$ cat src/rtl/wb_daq_pkg.sv
// Shared DAQ datapath constants used by the aggregation, ADC and FIFO stages.
package wb_daq_pkg;
    localparam int DW    = 32;
    localparam int AW    = 4;
    localparam int DEPTH = 1 << AW;
endpackage : wb_daq_pkg

$ cat src/rtl/wb_daq_fifo_if.sv
// Push/pop/status bundle of the DAQ sample FIFO; master = producer/reader side, slave = FIFO.
interface wb_daq_fifo_if
    import wb_daq_pkg::*;
#(
    parameter int dw = DW,
    parameter int aw = AW
);
    logic          push;
    logic [dw-1:0] data_in;
    logic          pop;
    logic [dw-1:0] data_out;
    logic          data_valid;
    logic          flush;
    logic          flags_clear;
    logic [aw:0]   threshold;
    logic [aw:0]   count;
    logic          full;
    logic          empty;
    logic          threshold_reached;
    logic          overflow;
    logic          underflow;

    modport master (
        output push, data_in, pop, flush, flags_clear, threshold,
        input  data_out, data_valid, count, full, empty,
               threshold_reached, overflow, underflow
    );

    modport slave (
        input  push, data_in, pop, flush, flags_clear, threshold,
        output data_out, data_valid, count, full, empty,
               threshold_reached, overflow, underflow
    );
endinterface : wb_daq_fifo_if

$ cat src/rtl/wb_daq_fifo_ram.sv
// Simple dual-port RAM: synchronous write port, synchronous registered read port.
module wb_daq_fifo_ram #(
    parameter int dw = 32,
    parameter int aw = 4
) (
    input  logic          i_clk,
    input  logic          i_rst,
    input  logic          i_we,
    input  logic [aw-1:0] i_waddr,
    input  logic [dw-1:0] i_wdata,
    input  logic          i_re,
    input  logic [aw-1:0] i_raddr,
    output logic [dw-1:0] o_rdata
);
    logic [dw-1:0] r_mem [2**aw];

    // NOTE: the array has no reset so it maps onto block RAM; occupancy, not contents, defines validity.
    always_ff @(posedge i_clk) begin
        if (i_we) begin
            r_mem[i_waddr] <= i_wdata;
        end
    end

    // Same-address read and write return the old word, which the full push+pop case relies on.
    always_ff @(posedge i_clk) begin
        if (i_rst) begin
            o_rdata <= '0;
        end else if (i_re) begin
            o_rdata <= r_mem[i_raddr];
        end
    end
endmodule : wb_daq_fifo_ram

$ cat src/rtl/wb_daq_fifo.sv
// DAQ sample FIFO: pointer/occupancy control, threshold flag and sticky error flags around the RAM.
module wb_daq_fifo
    import wb_daq_pkg::*;
(
    input  logic          wb_clk,
    input  logic          wb_rst,
    wb_daq_fifo_if.slave  bus
);
    localparam logic [AW:0] FULL_CNT = (AW+1)'(DEPTH);

    logic [AW-1:0] r_wp;
    logic [AW-1:0] r_rp;
    logic [AW:0]   r_count;
    logic          r_data_valid;
    logic          r_overflow;
    logic          r_underflow;

    logic          w_full;
    logic          w_empty;
    logic          w_push_acc;
    logic          w_pop_acc;
    logic          w_ovf_evt;
    logic          w_unf_evt;
    logic [DW-1:0] w_rdata;

    assign w_full  = (r_count == FULL_CNT);
    assign w_empty = (r_count == '0);

    // NOTE: every output of a combinational block gets a default first so no latch is inferred.
    always_comb begin
        w_pop_acc  = 1'b0;
        w_push_acc = 1'b0;
        w_ovf_evt  = 1'b0;
        w_unf_evt  = 1'b0;
        if (!bus.flush) begin
            w_pop_acc  = bus.pop && !w_empty;
            w_push_acc = bus.push && (!w_full || w_pop_acc);
            w_ovf_evt  = bus.push && !w_push_acc;
            w_unf_evt  = bus.pop && !w_pop_acc;
        end
    end

    // NOTE: sequential state uses non-blocking assignments so all registers see pre-edge values.
    always_ff @(posedge wb_clk) begin
        if (wb_rst) begin
            r_wp         <= '0;
            r_rp         <= '0;
            r_count      <= '0;
            r_data_valid <= 1'b0;
            r_overflow   <= 1'b0;
            r_underflow  <= 1'b0;
        end else begin
            r_data_valid <= w_pop_acc;
            if (bus.flush) begin
                r_wp    <= '0;
                r_rp    <= '0;
                r_count <= '0;
            end else begin
                if (w_push_acc) r_wp <= r_wp + 1'b1;
                if (w_pop_acc)  r_rp <= r_rp + 1'b1;
                r_count <= r_count + (AW+1)'(w_push_acc) - (AW+1)'(w_pop_acc);
            end
            // An error event in the clearing cycle keeps its flag set.
            r_overflow  <= w_ovf_evt || (r_overflow  && !bus.flags_clear);
            r_underflow <= w_unf_evt || (r_underflow && !bus.flags_clear);
        end
    end

    wb_daq_fifo_ram #(.dw(DW), .aw(AW)) u_ram (
        .i_clk   (wb_clk),
        .i_rst   (wb_rst),
        .i_we    (w_push_acc),
        .i_waddr (r_wp),
        .i_wdata (bus.data_in),
        .i_re    (w_pop_acc),
        .i_raddr (r_rp),
        .o_rdata (w_rdata)
    );

    assign bus.data_out          = w_rdata;
    assign bus.data_valid        = r_data_valid;
    assign bus.count             = r_count;
    assign bus.full              = w_full;
    assign bus.empty             = w_empty;
    assign bus.threshold_reached = (bus.threshold != '0) && (r_count >= bus.threshold);
    assign bus.overflow          = r_overflow;
    assign bus.underflow         = r_underflow;
endmodule : wb_daq_fifo
$ cat src/flat_wrapper.sv
// flat-port wrapper written by rule: the top's interface ports become plain ports
module wb_daq_fifo_flat import wb_daq_pkg::*;
  (wb_clk, wb_rst, bus_push, bus_data_in, bus_pop, bus_flush, bus_flags_clear, bus_threshold, bus_data_out, bus_data_valid, bus_count, bus_full, bus_empty, bus_threshold_reached, bus_overflow, bus_underflow);
  wb_daq_fifo_if bus_i ();
  input  logic wb_clk;
  input  logic wb_rst;
  input wire logic [$bits(bus_i.push)-1:0] bus_push;
  input wire logic [$bits(bus_i.data_in)-1:0] bus_data_in;
  input wire logic [$bits(bus_i.pop)-1:0] bus_pop;
  input wire logic [$bits(bus_i.flush)-1:0] bus_flush;
  input wire logic [$bits(bus_i.flags_clear)-1:0] bus_flags_clear;
  input wire logic [$bits(bus_i.threshold)-1:0] bus_threshold;
  output wire logic [$bits(bus_i.data_out)-1:0] bus_data_out;
  output wire logic [$bits(bus_i.data_valid)-1:0] bus_data_valid;
  output wire logic [$bits(bus_i.count)-1:0] bus_count;
  output wire logic [$bits(bus_i.full)-1:0] bus_full;
  output wire logic [$bits(bus_i.empty)-1:0] bus_empty;
  output wire logic [$bits(bus_i.threshold_reached)-1:0] bus_threshold_reached;
  output wire logic [$bits(bus_i.overflow)-1:0] bus_overflow;
  output wire logic [$bits(bus_i.underflow)-1:0] bus_underflow;
  assign bus_i.push = bus_push;
  assign bus_i.data_in = bus_data_in;
  assign bus_i.pop = bus_pop;
  assign bus_i.flush = bus_flush;
  assign bus_i.flags_clear = bus_flags_clear;
  assign bus_i.threshold = bus_threshold;
  assign bus_data_out = bus_i.data_out;
  assign bus_data_valid = bus_i.data_valid;
  assign bus_count = bus_i.count;
  assign bus_full = bus_i.full;
  assign bus_empty = bus_i.empty;
  assign bus_threshold_reached = bus_i.threshold_reached;
  assign bus_overflow = bus_i.overflow;
  assign bus_underflow = bus_i.underflow;
  wb_daq_fifo u_core (.wb_clk(wb_clk), .wb_rst(wb_rst), .bus(bus_i));
endmodule
$ cat config.mk
export PLATFORM = sky130hd
export DESIGN_NAME = wb_daq_fifo_flat
export DESIGN_NICKNAME = d
export VERILOG_FILES = /design/src/rtl/wb_daq_pkg.sv /design/src/rtl/wb_daq_fifo_if.sv /design/src/rtl/wb_daq_fifo_ram.sv /design/src/rtl/wb_daq_fifo.sv /design/src/flat_wrapper.sv
export SDC_FILE = /design/constraint.sdc
export NUM_CORES = 1
export LEC_CHECK = 0
export CAP_MARGIN = 20
export CORE_MARGIN = 2
export CORE_UTILIZATION = 45
export DETAILED_ROUTE_END_ITERATION = 8
export PLACE_DENSITY_LB_ADDON = 0.12
export SETUP_SLACK_MARGIN = 0.2
export SLEW_MARGIN = 5
export SYNTH_ARGS = -nofsm -noshare
export SYNTH_HDL_FRONTEND = slang
export SYNTH_SLANG_ARGS = --single-unit
$ cat constraint.sdc
create_clock -name wb_clk -period 5.68 [get_ports wb_clk]
set_clock_uncertainty 0.05 [all_clocks]
set_input_delay 1.136 -clock wb_clk [delete_from_list [all_inputs] [get_ports wb_clk]]
set_output_delay 1.136 -clock wb_clk [all_outputs]
set_load 0.005 [all_outputs]
==> flow_summary.yaml, run 1 <==
power_and_ir_drop:
  power_frac_seq_pct: 52.4
  irDropWorstVdd_v: 0.000298
  total_power_mw: 8.73
  intPower_mw: 6.94
  p_sw_mw: 1.79
  p_leak_nw: 7.55
  combPwrFrac_pct: 4.6
  p_clk_share_pct: 43.0
  swShare_pct: 20.5
  power_density_nw_per_um2: 350
outcome:
  status: "complete, but fails checks"
  violations: "DRC"
layout:
  layout_commonest_cell: "edfxtp_1"
  fillers: 3632
  final_cell_mix: "edfxtp_1, mux4_2, clkdlybuf4s50_1, clkbuf_16, dfxtp_1"
  final_nets: 1166
  final_util_pct: 53.4
  drive_above_1_share_pct: 26.5
  diodes: 0
  syn2layout_area_growth_pct: 16.8
drt:
  detail-route-antenna-nets: 0
  drt-vias-per-instance: 5.60
  wire_per_inst_um: 25.6
  drc: 3
  drtIter0Drc: 695
  drtPass1Iterations: 6
  wl_um: 45000
  vias: 9861
critical_path:
  ff2ff_setup_slack_ps: 2390
  worst-path-max-fanout: 2
  worstPathArrival_ps: 2840
  critPathRequiredTime_ps: 4490
  rr_endpoint: "u_core.u_ram.r_mem[8][5]"
  worstSetupPathType: "in -> out"
  startpoint_type: "primary input"
  cp-end-kind: "output port"
  r2r_cells: 7
  worstReg2RegStart: "u_core.bus.count[2]"
clock_tree:
  clk_path_buf_depth: 3
  cts.sinks: 560
  cts_setup_buffers: 0
  cts_made_buffers: 57
  cts.clk_slew.worst_paths_ps: 60
  clock_latency_ps: 610
  cts_resized: 0
  htreeDepth: 2
  postCtsHoldBufs: 0
  cts_root_buffer: "clkbuf_16"
  cts_tree: "done"
sta:
  post-route-period-util_pct: 70.8
  rsz0062_at_grt: "no"
  finalSetupViolations: 0
  slew_viol_final: 0
  worst_slew_pin_slew_ps: 1070
  slew-limit-headroom_pct: 28.6
  setup_slack_ps: 1660
  final-hold-violation-count: 0
  max_clock_freq_mhz: 249
  post-route-min-period_ps: 4020
  fin_setup_tns_ps: 0
synthesis:
  synth.yosys.warnings: 0
  syn_inst: 984
  ys.flop_type: "edfxtp_1"
  yosys-top-cells-area: "edfxtp_1, mux4_2, dfxtp_1"
  syn-cell-area_um2: 21300
  ys_types: 39
  synth_seq_cells: 560
  syn_area_per_cell_um2: 21.7
  async_reset_ff_share_pct: 0
  synthesis.nets: 1044
  synth_top_cell_by_area: "edfxtp_1"
  synth-edff-count: 512
  ys_seq_area_share_pct: 76.6
  synth_top_area_share_pct: 72.1
placed_design:
  dp_slack_ps: 1580
  dpl.hpwl_um: 25500
  place.gp.congestion: 0.739
  io_buffers: 85
global_route:
  grt_overflow: 0
  grt_pass1_wl_um: 68700
  grt_max_degree: 66
  antenna_found_initial: 0
  grt_usage_pct: 18.9
  grt_pass1_vias: 10692
min_path:
  min_from: "u_core.u_ram.o_rdata[27]"
  min_path_type: "reg -> reg"
  min_path_cells: 2
  holdPathEnd: "u_core.u_ram.o_rdata[27]"
floorplan:
  die_h_um: 222
  io_pins: 86
  die_w_um: 222
  initial_core_util_pct: 45.7
  die_area_um2: 49200
  core_area_um2: 46700
  rows: 79
run:
  drv_cap: 0
-- critical path, cell delays in order --
cell and delay [ps]:
clkdlybuf4s50_1 480, ha_1 220, nand2b_1 140, a21oi_1 140
nor2b_1 60, o21ai_0 130, a21oi_1 80, clkdlybuf4s50_1 450
-- worst max path at each step --
stage	slack [ps]	start	cells after the start	endpoint
final	1660	bus_threshold[0]	8	bus_threshold_reached
after global routing	1500	bus_threshold[0]	8	bus_threshold_reached
after CTS	1650	bus_threshold[0]	8	bus_threshold_reached
after detailed placement	1580	bus_flush	6	u_core.u_ram.r_mem[11][7]
after global placement	1620	bus_flush	6	u_core.u_ram.r_mem[11][8]
after floorplan	1200	bus_flush	4	u_core.u_ram.r_mem[3][0]
-- cell usage after synthesis (2+ instances only) --
cell type	n
a21oi_1	7
a22oi_2	31
buf_1	4
buf_2	19
buf_6	8
clkbuf_1	18
dfxtp_1	48
edfxtp_1	512
ha_1	16
inv_1	18
mux2i_1	32
mux4_2	128
nand2_1	40
nand2b_1	6
nand4_1	2
nor2_1	29
nor3_1	4
o211ai_1	32
o21ai_0	3
xnor2_1	3
xor2_1	6
-- layout make-up --
cell class / instances / area, um^2 / share of cell area, %
well taps: 607 / 759 / 3.05
clock buffers: 78 / 1610 / 6.45
flip-flops and latches: 560 / 16300 / 65.6
multi-input cells: 356 / 4770 / 19.1
repair buffers: 113 / 1070 / 4.31
clock inverters: 30 / 297 / 1.19
inverters: 18 / 67.6 / 0.271
-- registers in the layout, indices dropped and copies added (netlist names) --
name,count
u_core.bus.count,5
u_core.bus.data_valid,1
u_core.bus.overflow,1
u_core.bus.underflow,1
u_core.r_rp,4
u_core.r_wp,4
u_core.u_ram.o_rdata,32
u_core.u_ram.r_mem,512
-- through the flow --
step	hold slack, ps	area (um^2)	cells
floorplan	417	21300	984
global placement	414	23000	1654
detailed placement	425	23000	1654
CTS	437	24900	1762
global route	463	24900	1762
finish	428	24900	1762
-- cell families after synthesis --
kind of cell | share of synthesized area, %
AOI/OAI and AO/OA | 3.40
xor gates and xnor gates | 0.370
muxes | 15.0
adders and majority gates | 1.03
DFF | 76.6
buffers and inverters | 1.61
and+or+nand+nor | 1.98
-- power by group through the flow --
stage                     Sequential [mW]  Combinational (mW)  Clock (mW)
after floorplan                      4.65               0.208           0
after global placement               4.66               0.402           0
after detailed placement             4.66               0.407           0
after CTS                            4.57               0.410        3.85
after global routing                 4.58               0.441        4.00
final                                4.57               0.401        3.76
-- metal layers --
| layer | GRT usage, % | routed length (um) | vias to the layer above |
|---|---|---|---|
| li1 | - | - | 4327 |
| met1 | 25.9 | 20000 | 5281 |
| met2 | 31.1 | 22200 | 181 |
| met3 | 3.22 | 1630 | 72 |
| met4 | 6.10 | 1240 | 0 |
| met5 | 0 | 0 | - |
Note: power is estimated with default switching activity, not from simulation.
==> inputs of run 2 (changes only) <==
Clock period 5.68 ns to 3.9 ns, I/O delays scaled along.
==> run 2 against run 1 <==
- the run still ends with DRC left
- global-route usage is 0.32 points higher
- power is 47% higher
- via count is 0.94% higher
- count of clock-buffer cells in the layout is 11 higher
- critical path depth stayed put
- non-clock buffer count is 8 higher
- setup slack worse by 1100 ps
- critical endpoint unchanged
==> flow_summary.yaml, run 2 (synthesized netlist as in run 1, its figures left out) <==
global_route:
  grt_pass1_wl_um: 69200
  antenna_found_initial: 2
  grt_usage_pct: 19.2
  grt_pass1_vias: 10691
  grt_overflow: 0
  grt_max_degree: 46
critical_path:
  cpLargestDelayFamily: "buffers and inverters"
  worstSetupPathType: "in -> out"
  critPathSlowestCell: "clkdlybuf4s50_1"
  startpoint_type: "primary input"
  rr_endpoint: "u_core.u_ram.r_mem[7][23]"
  cp_num_buf_inv: 2
  critPathRequiredTime_ps: 3070
  ff2ff_setup_slack_ps: 1050
  path_cells: "clkdlybuf4s50_1 > ha_1 > nand2b_1 > a21oi_1 > nor2b_1 > o21ai_0 > a21oi_1 > clkdlybuf4s50_1"
  cp-end-kind: "output port"
  slowest_delay_ps: 480
  worstPathArrival_ps: 2500
  r2r_cells: 7
  worst-path-max-fanout: 2
  startpoint: "bus_threshold[0]"
  cp.depth: 8
  worstReg2RegStart: "u_core.bus.count[2]"
  crit_end: "bus_threshold_reached"
min_path:
  min_path_type: "reg -> reg"
sta:
  max_clock_freq_mhz: 301
  whs_ps: 432
  finalSetupViolations: 0
  post-route-min-period_ps: 3330
  final-hold-violation-count: 0
  worst_slew_pin_slew_ps: 871
  slew_viol_final: 0
  slew-limit-headroom_pct: 41.9
  post-route-period-util_pct: 85.3
  fin_setup_tns_ps: 0
  rsz0062_at_grt: "no"
layout:
  final_cell_mix: "edfxtp_1, mux4_2, clkdlybuf4s50_1, clkbuf_16, dfxtp_1"
  syn2layout_area_growth_pct: 18.8
  largest_register_ffs: 512
  final_nets: 1176
  diodes: 0
  layout_commonest_cell: "edfxtp_1"
  top_register: "u_core.u_ram.r_mem"
  final_util_pct: 54.3
  drive_above_1_share_pct: 26.8
clock_tree:
  clock_latency_ps: 620
  cts_setup_buffers: 0
  htreeDepth: 2
  postCtsHoldBufs: 0
  cts.sinks: 560
  clk_path_buf_depth: 3
  cts.clk_slew.worst_paths_ps: 50
  cts_root_buffer: "clkbuf_16"
  cts_made_buffers: 59
  cts_tree: "done"
  cts_resized: 0
placed_design:
  place.gp.congestion: 0.756
  io_buffers: 85
  dpl.hpwl_um: 24800
drt:
  detail-route-antenna-nets: 0
  drtIter0Drc: 755
  drc: 3
  wl_um: 46200
  drt-vias-per-instance: 5.61
  drtPass1Iterations: 7
  vias: 9954
  wire_per_inst_um: 26.1
power_and_ir_drop:
  irDropWorstVdd_v: 0.000412
  power_density_nw_per_um2: 507
  p_leak_nw: 7.68
outcome:
  status: "complete, but fails checks"
  violations: "DRC"
floorplan:
  initial_core_util_pct: 45.7
  die_w_um: 222
  die_h_um: 222
  rows: 79
  io_pins: 86
  die_area_um2: 49200
  core_area_um2: 46700
run:
  drv_cap: 0
-- run 2: cell count changes in the layout (fill, tap and decap cells not counted), sizes merged --
cell,delta
clkbuf,+11
clkinvlp,-5
bufinv,-1
buf,+8
inv,-1
-- run 2: area by class of cell --
type | count | area [um^2]
fill | 3623 | 21300
sequential | 560 | 16300
multi-input combinational | 356 | 4800
clock buffer | 89 | 1730
timing repair buffer | 121 | 1410
tap | 607 | 759
clock inverter | 23 | 230
inverter | 18 | 67.6
-- run 2: stage by stage --
step	total power, mW	std cells	cell area, um^2	setup WS [ps]
4_1_cts	13.0	1774	25300	572
6_report	12.8	1774	25300	575
5_1_grt	13.3	1774	25300	399
3_5_place_dp	7.39	1662	23400	573
3_3_place_gp	7.39	1662	23400	529
2_1_floorplan	7.07	984	21300	632
-- run 2: worst min-delay path, cell delays in order, from the launching register on --
cell	delay [ps]
dfxtp_1	320
nand2_1	50
o211ai_1	70
-- run 2: power breakdown --
| group | switching [mW] | internal [mW] | total (mW) |
|---|---|---|---|
| sequential | 0.0447 | 6.61 | 6.65 |
| clock | 2.27 | 3.32 | 5.58 |
| combinational | 0.299 | 0.298 | 0.597 |
-- run 2: per-layer routing --
metal	global-route usage, %	vias to the layer above	wire length, um
li1	-	4342	-
met1	26.1	5322	20400
met2	31.9	208	23000
met3	3.98	78	2030
met4	4.69	4	805
met5	0	-	30
-- run 2: how the worst min path moves through the flow --
stage                          endpoint                      from  depth (start not counted)
6_report       u_core.u_ram.o_rdata[22]  u_core.u_ram.o_rdata[22]                          2
5_1_grt        u_core.u_ram.o_rdata[26]  u_core.u_ram.o_rdata[26]                          2
4_1_cts        u_core.u_ram.o_rdata[26]  u_core.u_ram.o_rdata[26]                          2
3_5_place_dp   u_core.u_ram.o_rdata[26]  u_core.u_ram.o_rdata[26]                          2
3_3_place_gp   u_core.u_ram.o_rdata[26]  u_core.u_ram.o_rdata[26]                          2
2_1_floorplan   u_core.u_ram.o_rdata[7]   u_core.u_ram.o_rdata[7]                          2
==> inputs of run 3 (changes only) <==
Settings changed: PLACE_DENSITY_LB_ADDON 0.12 to 0.1.
==> run 3 against run 2 <==
- the run still ends with DRC left
- global-route usage is 0.74 points lower
- setup slack lost 39 ps
- maximum frequency decreased by 1.2%
- clock power hardly changed
- critical endpoint unchanged
- highest routed layer is now met4
==> flow_summary.yaml, run 3 (synthesized netlist as in run 1, its figures left out) <==
sta:
  post-route-min-period_ps: 3360
  slew_viol_final: 0
  slew-limit-headroom_pct: 33.0
  rsz0062_at_grt: "no"
  worst_slew_pin_slew_ps: 1000
  whs_ps: 430
  post-route-period-util_pct: 86.3
  finalSetupViolations: 0
  setup_slack_ps: 536
  final-hold-violation-count: 0
  fin_setup_tns_ps: 0
  max_clock_freq_mhz: 297
critical_path:
  ff2ff_setup_slack_ps: 1020
  startpoint_type: "primary input"
  worstSetupPathType: "in -> out"
  worstReg2RegStart: "u_core.bus.count[2]"
  rr_endpoint: "u_core.bus.count[4]"
  critPathRequiredTime_ps: 3070
  r2r_cells: 15
  worstPathArrival_ps: 2530
  worst-path-max-fanout: 2
  cp-end-kind: "output port"
drt:
  drt-vias-per-instance: 5.57
  vias: 9877
  drtIter0Drc: 704
  wire_per_inst_um: 25.0
  detail-route-antenna-nets: 0
  drc: 5
  drtPass1Iterations: 6
  wl_um: 44400
floorplan:
  rows: 79
  io_pins: 86
  die_w_um: 222
  die_area_um2: 49200
  initial_core_util_pct: 45.7
  core_area_um2: 46700
  die_h_um: 222
power_and_ir_drop:
  p_leak_nw: 7.66
  power_density_nw_per_um2: 509
  irDropWorstVdd_v: 0.000327
layout:
  diodes: 0
  top_register: "u_core.u_ram.r_mem"
  final_nets: 1179
  stdcell_count: 1774
  final_util_pct: 54.0
  syn2layout_area_growth_pct: 18.2
  layout_commonest_cell: "edfxtp_1"
  final_cell_mix: "edfxtp_1, mux4_2, clkdlybuf4s50_1, clkbuf_16, dfxtp_1"
  largest_register_ffs: 512
  drive_above_1_share_pct: 27.1
  fillers: 3622
min_path:
  min_path_type: "reg -> reg"
  holdPathEnd: "u_core.u_ram.o_rdata[7]"
  min_from: "u_core.u_ram.o_rdata[7]"
  min_path_cells: 2
placed_design:
  dp_cells: 1667
  dpl.hpwl_um: 25500
  place.gp.congestion: 0.750
  dp_slack_ps: 537
  io_buffers: 85
run:
  drv_cap: 0
clock_tree:
  cts_resized: 0
  cts.clk_slew.worst_paths_ps: 60
  cts_tree: "done"
  postCtsHoldBufs: 0
  clock_latency_ps: 600
  clk_path_buf_depth: 3
  cts_made_buffers: 57
  cts_setup_buffers: 0
  cts.sinks: 560
  htreeDepth: 2
  cts_root_buffer: "clkbuf_16"
global_route:
  grt_max_degree: 55
  grt_pass1_vias: 10533
  grt_overflow: 0
  grt_pass1_wl_um: 67200
  antenna_found_initial: 0
  grt_usage_pct: 18.4
outcome:
  violations: "DRC"
  status: "complete, but fails checks"
[run 3: per-stage QoR]
stage	power [mW]	instance area, um^2
final	12.8	25200
after floorplan	7.07	21300
after global routing	13.3	25200
after CTS	13.0	25200
after detailed placement	7.39	23300
after global placement	7.39	23300
[run 3: worst max-delay path, stage by stage]
cell             delay (ps)
clkdlybuf4s50_1         490
ha_1                    220
nand2b_1                140
a21oi_1                 160
nor2b_1                  60
o21ai_0                 150
a21oi_1                  80
clkdlybuf4s50_1         440
[run 3: worst max path at each step]
| stage | from | endpoint | cells past startpoint |
|---|---|---|---|
| 2_1_floorplan | bus_flush | u_core.u_ram.r_mem[7][0] | 4 |
| 3_3_place_gp | bus_threshold[0] | bus_threshold_reached | 8 |
| 3_5_place_dp | bus_threshold[0] | bus_threshold_reached | 8 |
| 4_1_cts | bus_threshold[0] | bus_threshold_reached | 8 |
| 5_1_grt | bus_threshold[0] | bus_threshold_reached | 8 |
| 6_report | bus_threshold[0] | bus_threshold_reached | 8 |
[run 3: area by class of cell]
cell class	count	area (um^2)	area share, %
clock inverters	40	452	1.79
inverters	18	67.6	0.268
repair buffers	126	1310	5.19
well taps	607	759	3.01
clock buffers	67	1470	5.85
multi-input cells	356	4800	19.0
flip-flops and latches	560	16300	64.9
[run 3: layer usage]
layer / global-route usage (%) / up-vias / wire length, um
met4: 5.01 / 0 / 860
li1: - / 4351 / -
met2: 30.6 / 157 / 22000
met1: 25.7 / 5305 / 19900
met5: 0 / - / 0
met3: 2.78 / 64 / 1570
[run 3: power by group]
part           switching (mW)  internal, mW
Clock                    2.22          3.36
Combinational           0.302         0.296
Sequential             0.0468          6.61
==> RTL edit (config.mk and constraints of run 2) <==
Set the package constant `AW` to 5 (it was 4).
--- a/src/rtl/wb_daq_pkg.sv
+++ b/src/rtl/wb_daq_pkg.sv
@@ -3,3 +3,3 @@
     localparam int DW    = 32;
-    localparam int AW    = 4;
+    localparam int AW    = 5;
     localparam int DEPTH = 1 << AW;
Interface: changed (resized bus_count and bus_threshold); port bits go from 86 to 88. No check against the original RTL was run, so the function may have changed too.
==> RTL edit against run 2 <==
Synthesized area grew 92%; power grew 92%; die area grew 90%; wire length grew 130%; critical endpoint unchanged; largest cell class unchanged; worst setup slack lost 0.21 ns; sequential cell count grew 515; clock power grew 83%; critical path type unchanged; final area grew 89%; sequential power grew 92%.
==> RTL edit: results <==
group,metric,value,unit
synthesis,synthDistinctLibCells,44,
synthesis,synth_fa_ha_area_share,0.661,%
placement,dp_slack,0.360,ns
finish,drive_above_1_share,24.1,%
grt,grt_pass1_vias,21000,
route,dr_total_vias,20400,
power_and_ir_drop,ir_drop,0.358,mV
grt,grt_pass1_wl,151000,µm
setup_path,crit_arrival,2.71,ns
clock_network,cts.htree.levels,3,
synthesis,synthTopCellsByCount,"1024 x edfxtp_1, 193 x mux4_2, 128 x mux2i_1",
grt,track_usage,22.6,%
grt,antenna_found_initial,0,
placement,place.gp.congestion,0.786,
placement,hpwl,59000,µm
power_and_ir_drop,p_leak,14.6,nW
synthesis,syn-num-nets,1986,
route,drt-pass1-iter-count,5,
synthesis,synth-edff-count,1024,
route,routedWlPerCell,30.9,µm
status,run_status,"completed",
worst_hold_path,hp-start,"u_core.u_ram.o_rdata[6]$_SDFFE_PP0P_",
grt,use_met3,2.93,%
setup_path,reg2reg_depth,8,
synthesis,ys_top_cells_by_area,"edfxtp_1 75%, mux4_2 11%, mux2i_1 3.1%",
setup_path,r2r_slack,0.70,ns
worst_hold_path,whs_endpoint,"u_core.u_ram.o_rdata[6]$_SDFFE_PP0P_",
synthesis,synth-compound-area-share,4.93,%
==> RTL edit: stage by stage <==
step	util (%)	hold WS [ns]	cell area, µm²	std cells
floorplan	-	0.393	40900	1921
finish	53.3	0.412	48000	3417
CTS	53.0	0.424	47700	3402
detailed placement	49.1	0.415	44200	3196
global placement	49.1	0.412	44200	3196
global route	53.3	0.433	48000	3417
==> RTL edit: worst max path at each step <==
stage | from | endpoint | slack [ns] | cells after the start
after floorplan | bus_flush | u_core.u_ram.r_mem[23][0]$_DFFE_PP_ | 0.58 | 4
after global placement | bus_threshold[0] | bus_threshold_reached | 0.27 | 9
after detailed placement | bus_threshold[0] | bus_threshold_reached | 0.36 | 9
after CTS | bus_threshold[0] | bus_threshold_reached | 0.36 | 9
after global routing | bus_threshold[0] | bus_threshold_reached | 0.25 | 9
final | bus_threshold[0] | bus_threshold_reached | 0.36 | 9
==> RTL edit: cell type report <==
type / count / area, µm²
well taps: 1176 / 1470
inverters: 18 / 67.6
repair buffers: 226 / 2410
flip-flops and latches: 1075 / 31800
clock inverters: 51 / 410
fillers: 7016 / 42000
multi-input cells: 716 / 8730
clock buffers: 155 / 3110
==> RTL edit: per-layer routing <==
metal | vias to the layer above | routed length [µm]
li1 | 8569 | -
met1 | 11100 | 45500
met2 | 571 | 53100
met3 | 130 | 5030
met4 | 0 | 1950
met5 | - | 0
==> RTL edit: kinds of logic after synthesis <==
kind of cell,Yosys count
AOI/OAI and AO/OA,271
buffers and inverters,130
adders and majority gates,21
DFF,1075
and+or+nand+nor,92
xor gates and xnor gates,11
muxes,321
==> RTL edit: power breakdown <==
group	total (W)	switching [W]	internal [W]
registers	0.0128	0.0000848	0.0127
clock network	0.0102	0.00427	0.00592
logic	0.00165	0.000841	0.000810
total	0.0247	0.00520	0.0195
